--- src/rtl/grid_write_arbiter.sv ---
`default_nettype none
// ============================================================================
// Module   : grid_write_arbiter
// Purpose  : Shares the object_grid write port among player requesters with
//            round-robin grant and a per-frame cell lock table.
// Option   : GRID_ARB_LOCAL_PRIORITY_EN - local player wins whenever eligible
// Revision : 1.0 - initial release
// ============================================================================
module grid_write_arbiter #(
    parameter int N_REQ      = 4,
    parameter int GRID_W     = 13,
    parameter int GRID_H     = 8,
    parameter int OBJ_W      = 4,
    parameter int LOCK_DEPTH = 4,
    parameter int PLAY_STATE = 2
) (
    input  logic                   clock,
    input  logic                   reset,
    input  logic                   frame_tick,
    input  logic [2:0]             game_state,
    input  logic [1:0]             num_players,
    input  logic [1:0]             local_player_ID,
    input  logic [N_REQ-1:0]       req,
    input  logic [N_REQ*4-1:0]     req_x,
    input  logic [N_REQ*3-1:0]     req_y,
    input  logic [N_REQ*OBJ_W-1:0] req_obj,
    output logic [N_REQ-1:0]       ack,
    output logic [N_REQ-1:0]       nack,
    output logic                   wr_en,
    output logic [3:0]             wr_x,
    output logic [2:0]             wr_y,
    output logic [OBJ_W-1:0]       wr_data,
    output logic [1:0]             grant_id,
    output logic                   busy,
    output logic [2:0]             writes_this_frame
);

    localparam logic [1:0] ST_IDLE  = 2'd0;
    localparam logic [1:0] ST_CHECK = 2'd1;
    localparam logic [1:0] ST_RESP  = 2'd2;

    logic [1:0]       r_state;
    logic [1:0]       w_next_state;
    logic [1:0]       r_rr;
    logic [N_REQ-1:0] r_mask;
    logic [3:0]       r_x;
    logic [2:0]       r_y;
    logic [OBJ_W-1:0] r_obj;
    logic [1:0]       r_gid;
    logic             r_local_win;
    logic [3:0]       r_lock_x [LOCK_DEPTH];
    logic [2:0]       r_lock_y [LOCK_DEPTH];
    logic [2:0]       r_count;
    logic [N_REQ-1:0] r_ack;
    logic [N_REQ-1:0] r_nack;
    logic             r_wr;

    logic             w_play;
    logic [N_REQ-1:0] w_active;
    logic [N_REQ-1:0] w_elig;
    logic [2:0]       w_pick;
    logic             w_found;
    logic [1:0]       w_win;
    logic             w_local_win;
    logic [3:0]       w_sel_x;
    logic [2:0]       w_sel_y;
    logic [OBJ_W-1:0] w_sel_obj;
    logic             w_hit;
    logic             w_full;
    logic             w_oor;
    logic             w_grant_ok;
    logic [N_REQ-1:0] w_ack_d;
    logic [N_REQ-1:0] w_nack_d;
    logic             w_wr_d;

    // Returns {found, index} of the first set bit at or after start, wrapping.
    function automatic logic [2:0] rr_pick(input logic [N_REQ-1:0] elig,
                                           input logic [1:0]       start);
        logic [2:0] pick;
        logic [1:0] idx;
        pick = 3'd0;
        for (int k = N_REQ - 1; k >= 0; k--) begin
            idx = 2'((int'(start) + k) % N_REQ);
            if (elig[idx]) pick = {1'b1, idx};
        end
        return pick;
    endfunction

    assign w_play = (game_state == 3'(PLAY_STATE));

    always_comb begin
        w_active = '0;
        for (int i = 0; i < N_REQ; i++) w_active[i] = (i <= int'(num_players));
    end

    assign w_elig = req & w_active & ~r_mask;

`ifdef GRID_ARB_LOCAL_PRIORITY_EN
    // The local player bypasses the rotation; the others rotate among themselves.
    always_comb begin
        w_pick      = rr_pick(w_elig & ~(N_REQ'(1) << local_player_ID), r_rr);
        w_local_win = 1'b0;
        if (w_elig[local_player_ID]) begin
            w_pick      = {1'b1, local_player_ID};
            w_local_win = 1'b1;
        end
    end
`else
    logic w_unused_local;
    assign w_unused_local = ^local_player_ID;

    always_comb begin
        w_pick      = rr_pick(w_elig, r_rr);
        w_local_win = 1'b0;
    end
`endif

    assign w_found = w_pick[2];
    assign w_win   = w_pick[1:0];

    always_comb begin
        w_sel_x   = '0;
        w_sel_y   = '0;
        w_sel_obj = '0;
        for (int i = 0; i < N_REQ; i++) begin
            if (w_win == 2'(i)) begin
                w_sel_x   = req_x[i*4 +: 4];
                w_sel_y   = req_y[i*3 +: 3];
                w_sel_obj = req_obj[i*OBJ_W +: OBJ_W];
            end
        end
    end

    always_comb begin
        w_hit = 1'b0;
        for (int k = 0; k < LOCK_DEPTH; k++) begin
            if ((3'(k) < r_count) && (r_lock_x[k] == r_x) && (r_lock_y[k] == r_y))
                w_hit = 1'b1;
        end
    end

    assign w_full     = (r_count >= 3'(LOCK_DEPTH));
    assign w_oor      = ({28'd0, r_x} >= 32'(GRID_W)) || ({29'd0, r_y} >= 32'(GRID_H));
    assign w_grant_ok = !w_oor && !w_hit && !w_full;

    always_ff @(posedge clock) begin
        if (reset) r_state <= ST_IDLE;
        else       r_state <= w_next_state;
    end

    always_comb begin
        w_next_state = r_state;
        case (r_state)
            ST_IDLE:  if (w_play && w_found) w_next_state = ST_CHECK;
            ST_CHECK: w_next_state = ST_RESP;
            ST_RESP:  w_next_state = ST_IDLE;
            default:  w_next_state = ST_IDLE;
        endcase
    end

    // Response pulses are decided in CHECK and registered so they appear in RESP.
    always_comb begin
        w_ack_d  = '0;
        w_nack_d = '0;
        w_wr_d   = 1'b0;
        if (r_state == ST_CHECK) begin
            if (w_grant_ok) begin
                w_ack_d = N_REQ'(1) << r_gid;
                w_wr_d  = 1'b1;
            end else begin
                w_nack_d = N_REQ'(1) << r_gid;
            end
        end
    end

    always_ff @(posedge clock) begin
        if (reset) begin
            r_ack  <= '0;
            r_nack <= '0;
            r_wr   <= 1'b0;
        end else begin
            r_ack  <= w_ack_d;
            r_nack <= w_nack_d;
            r_wr   <= w_wr_d;
        end
    end

    always_ff @(posedge clock) begin
        if (reset) begin
            r_rr        <= '0;
            r_mask      <= '0;
            r_x         <= '0;
            r_y         <= '0;
            r_obj       <= '0;
            r_gid       <= '0;
            r_local_win <= 1'b0;
            r_count     <= '0;
            for (int k = 0; k < LOCK_DEPTH; k++) begin
                r_lock_x[k] <= '0;
                r_lock_y[k] <= '0;
            end
        end else begin
            if (r_state == ST_IDLE && w_play && w_found) begin
                r_x         <= w_sel_x;
                r_y         <= w_sel_y;
                r_obj       <= w_sel_obj;
                r_gid       <= w_win;
                r_local_win <= w_local_win;
            end

            // The winner sits out exactly one IDLE cycle while it drops req.
            if (r_state == ST_RESP) r_mask <= N_REQ'(1) << r_gid;
            else                    r_mask <= '0;

            if (r_state == ST_RESP && !r_local_win)
                r_rr <= 2'((int'(r_gid) + 1) % N_REQ);

            // A frame boundary coinciding with a write clears first, then inserts.
            if (frame_tick)
                r_count <= (r_state == ST_RESP && r_wr) ? 3'd1 : 3'd0;
            else if (r_state == ST_RESP && r_wr)
                r_count <= r_count + 3'd1;

            if (r_state == ST_RESP && r_wr) begin
                for (int k = 0; k < LOCK_DEPTH; k++) begin
                    if ((frame_tick ? 3'd0 : r_count) == 3'(k)) begin
                        r_lock_x[k] <= r_x;
                        r_lock_y[k] <= r_y;
                    end
                end
            end
        end
    end

    assign ack               = r_ack;
    assign nack              = r_nack;
    assign wr_en             = r_wr;
    assign wr_x              = r_x;
    assign wr_y              = r_y;
    assign wr_data           = r_obj;
    assign grant_id          = r_gid;
    assign busy              = (r_state != ST_IDLE);
    assign writes_this_frame = r_count;

endmodule
`default_nettype wire

--- config.mk ---
export PLATFORM = sky130hd
export DESIGN_NAME = grid_write_arbiter
export DESIGN_NICKNAME = d
export VERILOG_FILES = /design/src/rtl/grid_write_arbiter.sv
export SDC_FILE = /design/constraint.sdc
export NUM_CORES = 1
export LEC_CHECK = 0
export ABC_AREA = 1
export CAP_MARGIN = 5
export CORE_ASPECT_RATIO = 0.8
export CORE_MARGIN = 4
export CORE_UTILIZATION = 42
export DETAILED_ROUTE_END_ITERATION = 10
export GPL_TIMING_DRIVEN = 0
export PLACE_DENSITY = 0.74
export SYNTH_ARGS = -nofsm -noshare
export SYNTH_HDL_FRONTEND = slang
export SYNTH_SLANG_ARGS = --single-unit
--- constraint.sdc ---
create_clock -name clock -period 2 [get_ports clock]
set_input_delay 0.4 -clock clock [delete_from_list [all_inputs] [get_ports clock]]
set_output_delay 0.4 -clock clock [all_outputs]
set_load 0.05 [all_outputs]
==> flow_summary.json, run 1 <==
{
  "p_per_area_nw_per_um2": 587.3,
  "fp.dieW_um": 100.4,
  "slowest_stage": "dfxtp_2",
  "synthCells": 374,
  "synth_compound_area_share_pct": 6.972,
  "synth_top_area_share_pct": 23.01,
  "placedCellCount": 539,
  "hp-class": "reg2reg",
  "cp_common_cell": "nand2_2",
  "drc": 0,
  "hpwlAfterDp_mm": 5.902,
  "end_kind": "flip-flop",
  "syn_area_um2": 2872,
  "ir_drop_mv": 0.3248,
  "cp_data_required_time_ns": 2.23,
  "synth_cell_types": 29,
  "cts_buffer_depth": 2,
  "die_h_um": 81.96,
  "maxCapViolCount": 0,
  "max_freq_mhz": 508.3,
  "drt_iter0_markers": 174,
  "worstSetupStartpointType": "flip-flop",
  "finalWirelength_mm": 8.130,
  "arrival_ns": 2.20,
  "fin_crit_sh_pct": 98.37,
  "finClkSkew_ns": 0.007908,
  "wl_per_cell_um": 14.49,
  "cts.reportedPaths.clkPinSlew_ns": 0.09,
  "relSlewSlack_pct": 63.77,
  "placementRows": 26,
  "synthXorXnorAreaFrac_pct": 7.015,
  "leakage_nw": 1.832,
  "cts_root_buf": "clkbuf_8",
  "syn-num-nets": 437,
  "synth_fa_ha_area_share_pct": 2.179,
  "async_flop_share_pct": 0,
  "status": "completed",
  "cpPeakStageDelay_ns": 0.34,
  "final.setup.tns_ns": 0,
  "cts_tree": "done",
  "whs_ns": 0.4633,
  "track_usage_pct": 19.34,
  "ios": 84,
  "drive_gt1_share_pct": 16.35,
  "period_minus_slack_ns": 1.967,
  "seq_area_frac_synth_pct": 44.97,
  "ys_warn_count": 0,
  "synth.area.top_cells": "dfxtp_1 (23%), edfxtp_1 (22%), nand2_1 (10%)",
  "finalHoldViolations": 0,
  "ant_nets": 0,
  "final_cells": 561,
  "tightest_slew_ns": 0.5435,
  "grt_overflow_total": 0,
  "grt_pass1_vias": 2732,
  "post-synth-top-count-cell": "nand2_1",
  "synth_common_cells": "nand2_1 (78), nor2_1 (54), inv_1 (46)",
  "routabilityCongestion": 0.8066,
  "rsz0062_at_grt": "true",
  "slew_viol_final": 0,
  "grt_max_degree": 16,
  "holdBufCountCts": 0,
  "htree_levels": 2,
  "synthSimpleGateAreaFrac_pct": 30.02,
  "synth_edf_count": 21,
  "core_area_um2": 6506,
  "yosys.area.top_type": "dfxtp_1",
  "viasPerCell": 5.034,
  "firstDrtPassIters": 4,
  "setup_viol": 0,
  "place_ws_ns": -0.6094,
  "fin_util_pct": 65.44,
  "antenna_found_initial": 0,
  "portBuffers": 81,
  "grt_pass1_wl_mm": 12.63,
  "antennaDiodeCount": 0,
  "area_growth_pct": 48.28,
  "finalWorstSetupSlack_ns": 0.03261,
  "synth_top_family_by_area": "simple AND/OR/NAND/NOR gates",
  "muxShareOfSynthArea_pct": 0,
  "die-area_um2": 8232,
  "clock_sinks": 54,
  "final_nets": 539,
  "crit_chain": "buf_8 -> buf_4 -> nand2_2 -> nand3_2 -> nand2_2 -> inv_2 -> nand2_2 -> nand2_2 -> nand2_4 -> nand2_8 -> buf_12 -> nor2_4 -> nand2_1 -> nand4_1 -> nand2_1 -> a21oi_1",
  "initial_utilization_pct": 44.13,
  "yosys_register_bits": 54,
  "syn_area_per_cell_um2": 7.678,
  "vias": 2824,
  "critPathKind": "reg2reg",
  "critPathMaxFanout": 7,
  "synth-main-ff-cell": "dfxtp_1",
  "insertion_delay_ns": 0.30,
  "cts-buffers-inserted": 5
}
-- what timing repair did --
item                                    CTS  global route
setup buffers                             8             3
cloned                                    3             0
hold endpoints to repair                  0             0
gates resized for setup                  29            39
endpoints found under the setup margin   16            30
pin swaps                                29            22
-- critical path, delay by kind of cell (launching register included) --
| family | cells | cell delay (ns) |
|---|---|---|
| flip-flops | 1 | 0.34 |
| buffers and inverters | 4 | 0.48 |
| AO/OA/AOI/OAI | 1 | 0.10 |
| AND/OR/NAND/NOR | 11 | 0.95 |
-- final timing paths --
check	depth (start not counted)	to	startpoint	slack [ns]
worst max register to register	16	wr_data[2]$_SDFFE_PP0P_	r_rr[0]$_SDFFE_PP0N_	0.03
worst max-delay path	16	wr_data[2]$_SDFFE_PP0P_	r_rr[0]$_SDFFE_PP0N_	0.03
worst min-delay path	1	r_state[1]$_SDFFE_PP0P_	r_state[1]$_SDFFE_PP0P_	0.46
worst min register to register	1	r_state[1]$_SDFFE_PP0P_	r_state[1]$_SDFFE_PP0P_	0.46
-- routing by layer --
layer	global-route usage [%]	part of all wire (%)	up-vias
li1	-	-	1408
met1	25.08	45	1289
met2	32.80	47	117
met3	4.754	6.9	10
met4	4.441	1.4	0
met5	0	0	-
-- logic make-up (layout without fill, tap and decap cells) --
group	count (synthesis)	after routing
and+or+nand+nor	192	193
buffers and inverters	63	165
DFF	54	54
adders and majority gates	5	5
AOI/OAI and AO/OA	37	37
xor gates and xnor gates	23	23
-- area by class of cell --
class	instances	area, µm²
Sequential cell	54	1296
Buffer	14	90.09
Timing Repair Buffer	94	940.9
Multi-Input combinational cell	258	1524
Fill cell	551	2248
Clock inverter	1	30.03
Clock buffer	7	80.08
Inverter	49	191.4
Tap cell	84	105.1
-- report_power, final --
part	internal, mW	switching [mW]	total (mW)
Clock	0.388	0.331	0.720
Combinational	0.272	0.317	0.589
Sequential	1.17	0.0241	1.19
-- per-stage QoR --
stage	power, mW	instance area [µm²]
after floorplan	1.503	2877
after global placement	1.696	3792
after detailed placement	1.707	3792
after CTS	2.468	4080
after global routing	2.601	4258
final	2.501	4258
-- state kept, by name (all words and copies together), names as in the netlist --
| name | flops |
|---|---|
| r_rr | 2 |
| writes_this_frame | 3 |
| ack | 4 |
| wr_data | 4 |
| grant_id | 2 |
| wr_y | 3 |
| wr_x | 4 |
| r_lock_x | 12 |
| r_lock_y | 9 |
| nack | 4 |
| r_state | 2 |
| wr_en | 1 |
| r_mask | 4 |
-- layout by cell type (no fill, tap or decap), drive strengths merged --
cell type       n
xor2            8
ha              5
buf            18
xnor2          15
o21ai          20
dlygate4sd2     9
nor3            5
clkdlybuf4s50  68
a211oi          2
a21oi          13
dlymetal6s2s    4
dfxtp          33
nand4          16
edfxtp         21
nor4            3
nor2           57
nand3          25
or2             1
inv            49
a2111oi         1
bufinv          1
clkbuf         16
nand2          86
o31ai           1
No activity file was read; power rests on OpenSTA's default activity.
==> run 2: changes to the inputs <==
CTS_CLUSTER_SIZE = 40   (was unset)
==> results of run 2 <==
Same layout as run 1: the final DEF is identical, and so are final timing and power.
